$ cat src/rtl/bit_rle_pkg.sv
// Shared types and default sizing for the bit run-length encoder slice.
package bit_rle_pkg;

  // Encoder FSM: IDLE means no run is open; RUN means cur_bit/len describe an open run.
  typedef enum logic {
    IDLE = 1'b0,
    RUN  = 1'b1
  } rle_state_t;

  // Default record geometry; the modules take these as parameter defaults.
  localparam int LEN_W_DEFAULT = 8;
  localparam int DEPTH_DEFAULT = 2;

  // Largest run length one record can carry for a given length-field width.
  function automatic int rle_len_max(input int len_w);
    return (1 << len_w) - 1;
  endfunction

endpackage

$ cat src/rtl/rle_record_fifo.sv
// Small record FIFO holding {bit, len} run records; head is taken straight from storage.
module rle_record_fifo
  import bit_rle_pkg::*;
#(
  parameter int LEN_W = LEN_W_DEFAULT,
  parameter int DEPTH = DEPTH_DEFAULT
) (
  input  logic             CLK,
  input  logic             ASYNCRESETN,
  input  logic             push,
  input  logic [LEN_W:0]   push_rec,
  input  logic             pop,
  output logic             full,
  output logic             empty,
  output logic [LEN_W:0]   head
);

  localparam int AW = (DEPTH > 1) ? $clog2(DEPTH) : 1;
  localparam logic [AW:0] FULL_CNT = (AW + 1)'(DEPTH);

  logic [LEN_W:0] mem_q [DEPTH];
  logic [LEN_W:0] mem_d [DEPTH];
  logic [AW-1:0]  rd_ptr_q, rd_ptr_d;
  logic [AW-1:0]  wr_ptr_q, wr_ptr_d;
  logic [AW:0]    count_q, count_d;
  logic           do_push, do_pop;

  assign full  = (count_q == FULL_CNT);
  assign empty = (count_q == '0);
  assign head  = empty ? '0 : mem_q[rd_ptr_q];

  // Next-state for storage, pointers and occupancy; push and pop may coincide.
  always_comb begin
    mem_d    = mem_q;
    rd_ptr_d = rd_ptr_q;
    wr_ptr_d = wr_ptr_q;
    count_d  = count_q;
    do_push  = push && !full;
    do_pop   = pop && !empty;
    if (do_push) begin
      mem_d[wr_ptr_q] = push_rec;
      wr_ptr_d        = wr_ptr_q + 1'b1;
    end
    if (do_pop) begin
      rd_ptr_d = rd_ptr_q + 1'b1;
    end
    case ({do_push, do_pop})
      2'b10:   count_d = count_q + 1'b1;
      2'b01:   count_d = count_q - 1'b1;
      default: count_d = count_q;
    endcase
  end

  // Storage and pointer registers; reset discards every queued record.
  always_ff @(posedge CLK or negedge ASYNCRESETN) begin
    if (!ASYNCRESETN) begin
      for (int i = 0; i < DEPTH; i++) begin
        mem_q[i] <= '0;
      end
      rd_ptr_q <= '0;
      wr_ptr_q <= '0;
      count_q  <= '0;
    end else begin
      mem_q    <= mem_d;
      rd_ptr_q <= rd_ptr_d;
      wr_ptr_q <= wr_ptr_d;
      count_q  <= count_d;
    end
  end

endmodule

$ cat src/rtl/bit_run_length_encoder.sv
// Run-length encoder for a 1-bit valid/ready stream; emits {bit, len} records via a FIFO.
module bit_run_length_encoder
  import bit_rle_pkg::*;
#(
  parameter int LEN_W = LEN_W_DEFAULT,
  parameter int DEPTH = DEPTH_DEFAULT
) (
  input  logic             CLK,
  input  logic             ASYNCRESETN,
  input  logic             I,
  input  logic             I_valid,
  input  logic             flush,
  output logic             I_ready,
  output logic             O_bit,
  output logic [LEN_W-1:0] O_len,
  output logic             O_valid,
  input  logic             O_ready
);

  localparam logic [LEN_W-1:0] LEN_MAX = LEN_W'(rle_len_max(LEN_W));
  localparam logic [LEN_W-1:0] LEN_ONE = LEN_W'(1);

  rle_state_t       state_q, state_d;
  logic             cur_bit_q, cur_bit_d;
  logic [LEN_W-1:0] len_q, len_d;

  logic             accept, fl;
  logic             push;
  logic             push_bit;
  logic [LEN_W-1:0] push_len;
  logic             fifo_full, fifo_empty;
  logic [LEN_W:0]   fifo_head;

  assign I_ready = !fifo_full;
  assign accept  = I_valid & I_ready;
  assign fl      = flush & I_ready;

  // Run tracking: extend, split on change or saturation, close on flush (one push max).
  always_comb begin
    state_d   = state_q;
    cur_bit_d = cur_bit_q;
    len_d     = len_q;
    push      = 1'b0;
    push_bit  = cur_bit_q;
    push_len  = len_q;
    case (state_q)
      IDLE: begin
        if (accept) begin
          cur_bit_d = I;
          if (fl) begin
            push     = 1'b1;
            push_bit = I;
            push_len = LEN_ONE;
            len_d    = '0;
          end else begin
            len_d   = LEN_ONE;
            state_d = RUN;
          end
        end
      end
      RUN: begin
        if (accept) begin
          if ((I != cur_bit_q) || (len_q == LEN_MAX)) begin
            // Old run closes here; a concurrent flush stays pending for a later cycle.
            push      = 1'b1;
            cur_bit_d = I;
            len_d     = LEN_ONE;
          end else if (fl) begin
            push     = 1'b1;
            push_len = len_q + LEN_ONE;
            len_d    = '0;
            state_d  = IDLE;
          end else begin
            len_d = len_q + LEN_ONE;
          end
        end else if (fl) begin
          push    = 1'b1;
          len_d   = '0;
          state_d = IDLE;
        end
      end
      default: state_d = IDLE;
    endcase
  end

  // FSM, current bit and length registers.
  always_ff @(posedge CLK or negedge ASYNCRESETN) begin
    if (!ASYNCRESETN) begin
      state_q   <= IDLE;
      cur_bit_q <= 1'b0;
      len_q     <= '0;
    end else begin
      state_q   <= state_d;
      cur_bit_q <= cur_bit_d;
      len_q     <= len_d;
    end
  end

  rle_record_fifo #(
    .LEN_W (LEN_W),
    .DEPTH (DEPTH)
  ) u_fifo (
    .CLK         (CLK),
    .ASYNCRESETN (ASYNCRESETN),
    .push        (push),
    .push_rec    ({push_bit, push_len}),
    .pop         (O_ready),
    .full        (fifo_full),
    .empty       (fifo_empty),
    .head        (fifo_head)
  );

  assign O_valid = !fifo_empty;
  assign O_bit   = fifo_head[LEN_W];
  assign O_len   = fifo_head[LEN_W-1:0];

endmodule
$ cat config.mk
export PLATFORM = sky130hd
export DESIGN_NAME = bit_run_length_encoder
export DESIGN_NICKNAME = d
export VERILOG_FILES = /design/src/rtl/bit_rle_pkg.sv /design/src/rtl/rle_record_fifo.sv /design/src/rtl/bit_run_length_encoder.sv
export SDC_FILE = /design/constraint.sdc
export NUM_CORES = 1
export LEC_CHECK = 0
export ABC_AREA = 0
export CELL_PAD_IN_SITES_DETAIL_PLACEMENT = 1
export CELL_PAD_IN_SITES_GLOBAL_PLACEMENT = 1
export CORE_ASPECT_RATIO = 1.2
export CORE_UTILIZATION = 45
export DETAILED_ROUTE_END_ITERATION = 10
export DONT_BUFFER_PORTS = 1
export PLACE_DENSITY_LB_ADDON = 0.1
export SLEW_MARGIN = 25
export SYNTH_ARGS = -nofsm -noshare
export SYNTH_HDL_FRONTEND = slang
export SYNTH_SLANG_ARGS = --single-unit
export TNS_END_PERCENT = 1
$ cat constraint.sdc
create_clock -name CLK -period 2.5 [get_ports CLK]
set_clock_uncertainty 0.2 [all_clocks]
set_input_delay 0.25 -clock CLK [delete_from_list [all_inputs] [get_ports CLK]]
set_output_delay 0.25 -clock CLK [all_outputs]
set_load 0.005 [all_outputs]
; ---- After elaboration in Yosys (flattened, before gate mapping)
; Index checks and enable logic that the tools add are counted.
[totals]
elab_cells = 78
reg_bits = 32
out_inout_bits = 11
in_bits = 6
[op_classes]
mux = 38
add_sub_neg = 5
n_bitwise = 5
magnitude_cmp = 3
eq_ne = 9
reduce_logical = 10
[op_table]
columns = cell, n
row1 = $mux 8, 10
row2 = $mux 9, 5
row3 = $pmux 8 s2, 2
row4 = $bwmux 18, 1
row5 = $mux 1, 15
row6 = $demux 9 s1, 1
row7 = $add 8x1->8 const B, 1
row8 = $eq 8x8->1 const B, 1
row9 = $pmux 1 s2, 3
row10 = $eq 2x2->1 const B, 2
row11 = $ge 2x2->1 const B, 2
row12 = $ne 2x1->1 const B, 2
row13 = $not 1->2, 2
row14 = $pmux 2 s2, 1
row15 = $logic_and 1x1->1, 3
row16 = $ne 3x1->1 const B, 1
row17 = $reduce_and 3->1, 1
row18 = $add 1x1->1 const B, 2
row19 = $add 2x1->2 const B, 1
row20 = $and 1x1->1, 2
row21 = $eq 2x1->1 const B, 1
row22 = $logic_not 1->1, 2
row23 = $logic_not 2->1, 1
row24 = $lt 2x1->1 const B, 1
row25 = 7 further kinds, 7

; ---- Depth between registers and ports, before layout
[depth]
depth_word = 10
ltp_mapped = 10
depth_no_buf = 9

; ---- Cells and area by module
; From an unflattened synthesis, not the netlist that was laid out.
[hier_totals]
cells_unflattened = 177
hier_area_um2 = 1875.5
[by_module_without_submodules]
columns = mod, cells_each, seq_area_each_um2, area_each_um2, n_inst
row1 = rle_record_fifo, 76, 550.5, 1018.5, 1
row2 = bit_run_length_encoder, 101, 250.2, 857.1, 1

; ---- Worst setup path after synthesis
; No wires, ideal clock.
[synth_timing]
path_kind = flip-flop to flip-flop
start = register len_q[0]
end = register u_fifo.count_q[1]
n_path_buf = 0
t_arrival_ns = 1.845
setup_time_ns = 0.079
period_less_slack_ns = 2.125
stages_incl_launch_ff = 9
t_required_ns = 2.221
setup_slack_ns = 0.375
cell_sequence = dfrtp_1 -> ha_1 -> nand3_2 -> o21ai_2 -> o2bb2ai_4 -> inv_6 -> ha_1 -> nor2_1 -> xor2_1
[synth_via]
elab_chain_len = 8
word_cells_on_any_way = 10
cone_classes = eq/ne (3) / mux (4) / reduce/logical (3)
[synth_rtl]
columns = element, line_no
row1 = "start, declared", bit_run_length_encoder.sv:25  ; logic [LEN_W-1:0] len_q, len_d;
row2 = "start signal, assigned", bit_run_length_encoder.sv:95  ; len_q <= len_d;
row3 = $eq 8x8->1 (*), bit_run_length_encoder.sv:63  ; if ((I != cur_bit_q) || (len_q == LEN_MAX)) begin
row4 = $logic_or 1x1->1 (*), bit_run_length_encoder.sv:63
row5 = $mux 1 (*), bit_run_length_encoder.sv:63
row6 = $mux 1 (*), bit_run_length_encoder.sv:62  ; if (accept) begin
row7 = $pmux 1 s2 (*), bit_run_length_encoder.sv:46  ; case (state_q)
row8 = $logic_and 1x1->1 (*), rle_record_fifo.sv:38  ; do_push = push && !full;
row9 = $eq 2x1->1 / $eq 2x2->1 (equally long branches), rle_record_fifo.sv:47  ; case ({do_push, do_pop})
row10 = $pmux 2 s2 / $reduce_bool 2->1 (equally long branches), n/a
row11 = "end signal, assigned", rle_record_fifo.sv:67  ; count_q <= count_d;
row12 = "end, declared", rle_record_fifo.sv:25  ; logic [AW:0] count_q, count_d;
; Every way passes the cells marked *; elsewhere a longest branch is shown, timed or not.
; A chain may end at the register's enable or synchronous reset.

; ---- Worst setup path in the final report
; Ends and elaborated chain as after synthesis.

==> results.cfg <==
[status]
outcome = complete, no violations

[clock_tree]
cts_buffer_depth = 2
clock_sinks = 32
clock_latency_ps = 280
cts_tree = done
numCtsBuffers = 5
htreeDepth = 2
cts_setup_buffers = 0
clk_pin_slew_worst_paths_ps = 70
root_buffer = clkbuf_8

[hold_path]
hold_end = u_fifo.mem_q[8]
hold_start = I
min_path_type = input port to flip-flop
hold_depth = 2

[routing]
dr.pass1.iters = 4
drt-wirelength-per-cell_um = 17.7
drtIter0Drc = 33
vias = 1391
drc = 0
ant_nets = 0
vias_per_cell = 5.84
wirelength_um = 4210

[global_routing]
grt_pass1_wl_um = 6810
grt_max_degree = 33
grt_use_met1_pct = 25.8
grt_pass1_vias = 1408
track_usage_pct = 21.0
busiest_layer = met2
antenna_found_initial = 0
grt_overflow = 0
use_met3_pct = 5.50
grtUsageMet2_pct = 35.1

[sta]
maxSlewHeadroom_pct = 61.9
worst_slew_pin_slew_ps = 567
min_period_over_period_pct = 94.8
tns_ps = 0
rsz0062_at_grt = false
finalSetupViolations = 0
max_clock_freq_mhz = 422
hold_viol_final = 0
period_needed_ps = 2370
maxSlewViolCount = 0

[placement]
port_buffers = 0
hpwl_um = 2990
gp_congestion = 0.886

[die]
die_height_um = 73.2
dieWidth_um = 61.3
design.core.area_um2 = 4000
rows = 25
fp.dieArea_um2 = 4490
ios = 17
start_util_pct = 47.5

[setup_path]
critPathLaunchType = flip-flop
reg2regPathDepth = 9
slowest_delay_ps = 470
r2r-end = u_fifo.count_q[1]
critPathRequiredTime_ps = 2460
path_class = flip-flop to flip-flop
cp_top_family = compound AO/OA/AOI/OAI gates
worst-path-buf-inv = 1
crit_fanout = 7
arrival_ps = 2330
reg2reg_slack_ps = 130
end_kind = flip-flop
r2r_start = len_q[0]
crit_chain = ha_2 -> nand3_2 -> o21ai_4 -> o2bb2ai_4 -> inv_6 -> ha_1 -> xnor2_1 -> nor2_1 -> xor2_1
critical-path-slowest-cell = dfrtp_1

[yosys]
yosys_register_bits = 32
avgSynthCellArea_um2 = 10.5
synth_area_um2 = 1900
synth_top_area_share_pct = 42.1
synth-main-ff-cell = dfrtp_1
synth-seq-area-share_pct = 42.1
synthArstFlopShare_pct = 100
yosys.area.top_type = dfrtp_1
synth_edf_count = 0
netlist_top_cells_area = dfrtp_1, mux2i_1, mux2_4, mux2_2, nor2_1
syn_inst = 181
syn-num-nets = 191
synth.distinct_cells = 43
synth_warnings = 0

[cells_and_area]
layout_common_cells = dfrtp_1, nor2_1, mux2i_1
antenna_cells = 0
nets = 194
drive_gt1_share_pct = 18.5
layout_commonest_cell = dfrtp_1
final_util_pct = 52.1
area_growth_pct = 9.67

[power_and_ir_drop]
switching_share_pct = 39.6
power.leakage_nw = 0.960
power_frac_clock_pct = 20.9
powerDensity_nw_per_um2 = 985
power_frac_seq_pct = 37.6
power.internal_mw = 1.24
power_mw = 2.06
peakVddDrop_mv = 0.538
p_comb_share_pct = 41.5
p_sw_uw = 814

[run]
drv_cap = 0
stage by stage:
step / hold slack (ps) / area [um2] / setup slack [ps] / instances
after floorplan: -246 / 1900 / 375 / 181
after global placement: -245 / 1930 / 234 / 227
after detailed placement: -245 / 1930 / 96.4 / 227
after CTS: 20.2 / 2080 / 60.7 / 238
after global routing: 48.8 / 2090 / 36.5 / 238
final: 17.6 / 2090 / 130 / 238
routing by layer:
layer / share of wire (%) / wire length [um]
met5: 0 / 0
met4: 1.9 / 79
met3: 3.4 / 141
met2: 50 / 2120
met1: 44 / 1860
synth_stat cells (2+ instances only):
cell type  instances
dfrtp_1           32
o21ai_0           11
xnor2_1            6
buf_2              2
nand3_1            9
and3_1             4
o22ai_1            4
nor2b_1            2
xor2_1             2
buf_6              2
mux2_2             8
a22o_1             4
mux2_4             7
a21oi_1            7
nor2_1            15
mux2i_1           13
ha_1               4
a31oi_1            3
inv_1              6
nand4_1            5
clkbuf_1           5
nand2_1            7
nand3_2            2
nand2b_1           2
cell type report:
type	instances	area (um2)
fillers	469	1920
repair buffers	7	72.6
clock buffers	7	96.3
multi-input cells	131	1020
flip-flops and latches	32	801
well taps	54	67.6
inverters	7	31.3
kinds of logic (layout without fill, tap and decap cells):
group           Yosys count  count (layout)  synth area share, %
buf+inv                  18              21                 4.93
compound gates           37              37                 13.4
fa+ha+maj                 4               4                 2.63
simple gates             54              54                 16.1
mux                      28              28                 17.1
xor+xnor                  8               8                 3.68
flops                    32              32                 42.1
power groups by stage:
stage / logic [mW] / registers, mW / clock network (mW)
2_1_floorplan: 0.743 / 0.702 / 0
3_3_place_gp: 0.804 / 0.774 / 0
3_5_place_dp: 0.821 / 0.782 / 0
4_1_cts: 0.849 / 0.772 / 0.445
5_1_grt: 0.941 / 0.792 / 0.461
6_report: 0.853 / 0.773 / 0.429
worst max-delay path by stage:
stage	startpoint	to	depth (start not counted)
3_5_place_dp	len_q[0]	u_fifo.count_q[1]	9
2_1_floorplan	len_q[0]	u_fifo.count_q[1]	8
4_1_cts	len_q[0]	u_fifo.count_q[1]	9
3_3_place_gp	len_q[0]	u_fifo.count_q[1]	8
5_1_grt	len_q[0]	u_fifo.count_q[1]	9
6_report	len_q[0]	u_fifo.count_q[1]	9
timing repair:
item,in CTS,in global routing
hold buffers,4,0
setup endpoints to repair,0,8
resized for setup,0,2
hold endpoints to repair,35,0
state kept, by name (all words and copies together) (netlist names):
signal and flops:
u_fifo.wr_ptr_q 1, u_fifo.rd_ptr_q 1, len_q 8, u_fifo.mem_q 18, state_q 1, u_fifo.count_q 2, cur_bit_q 1
(Power assumes the default switching activity.)
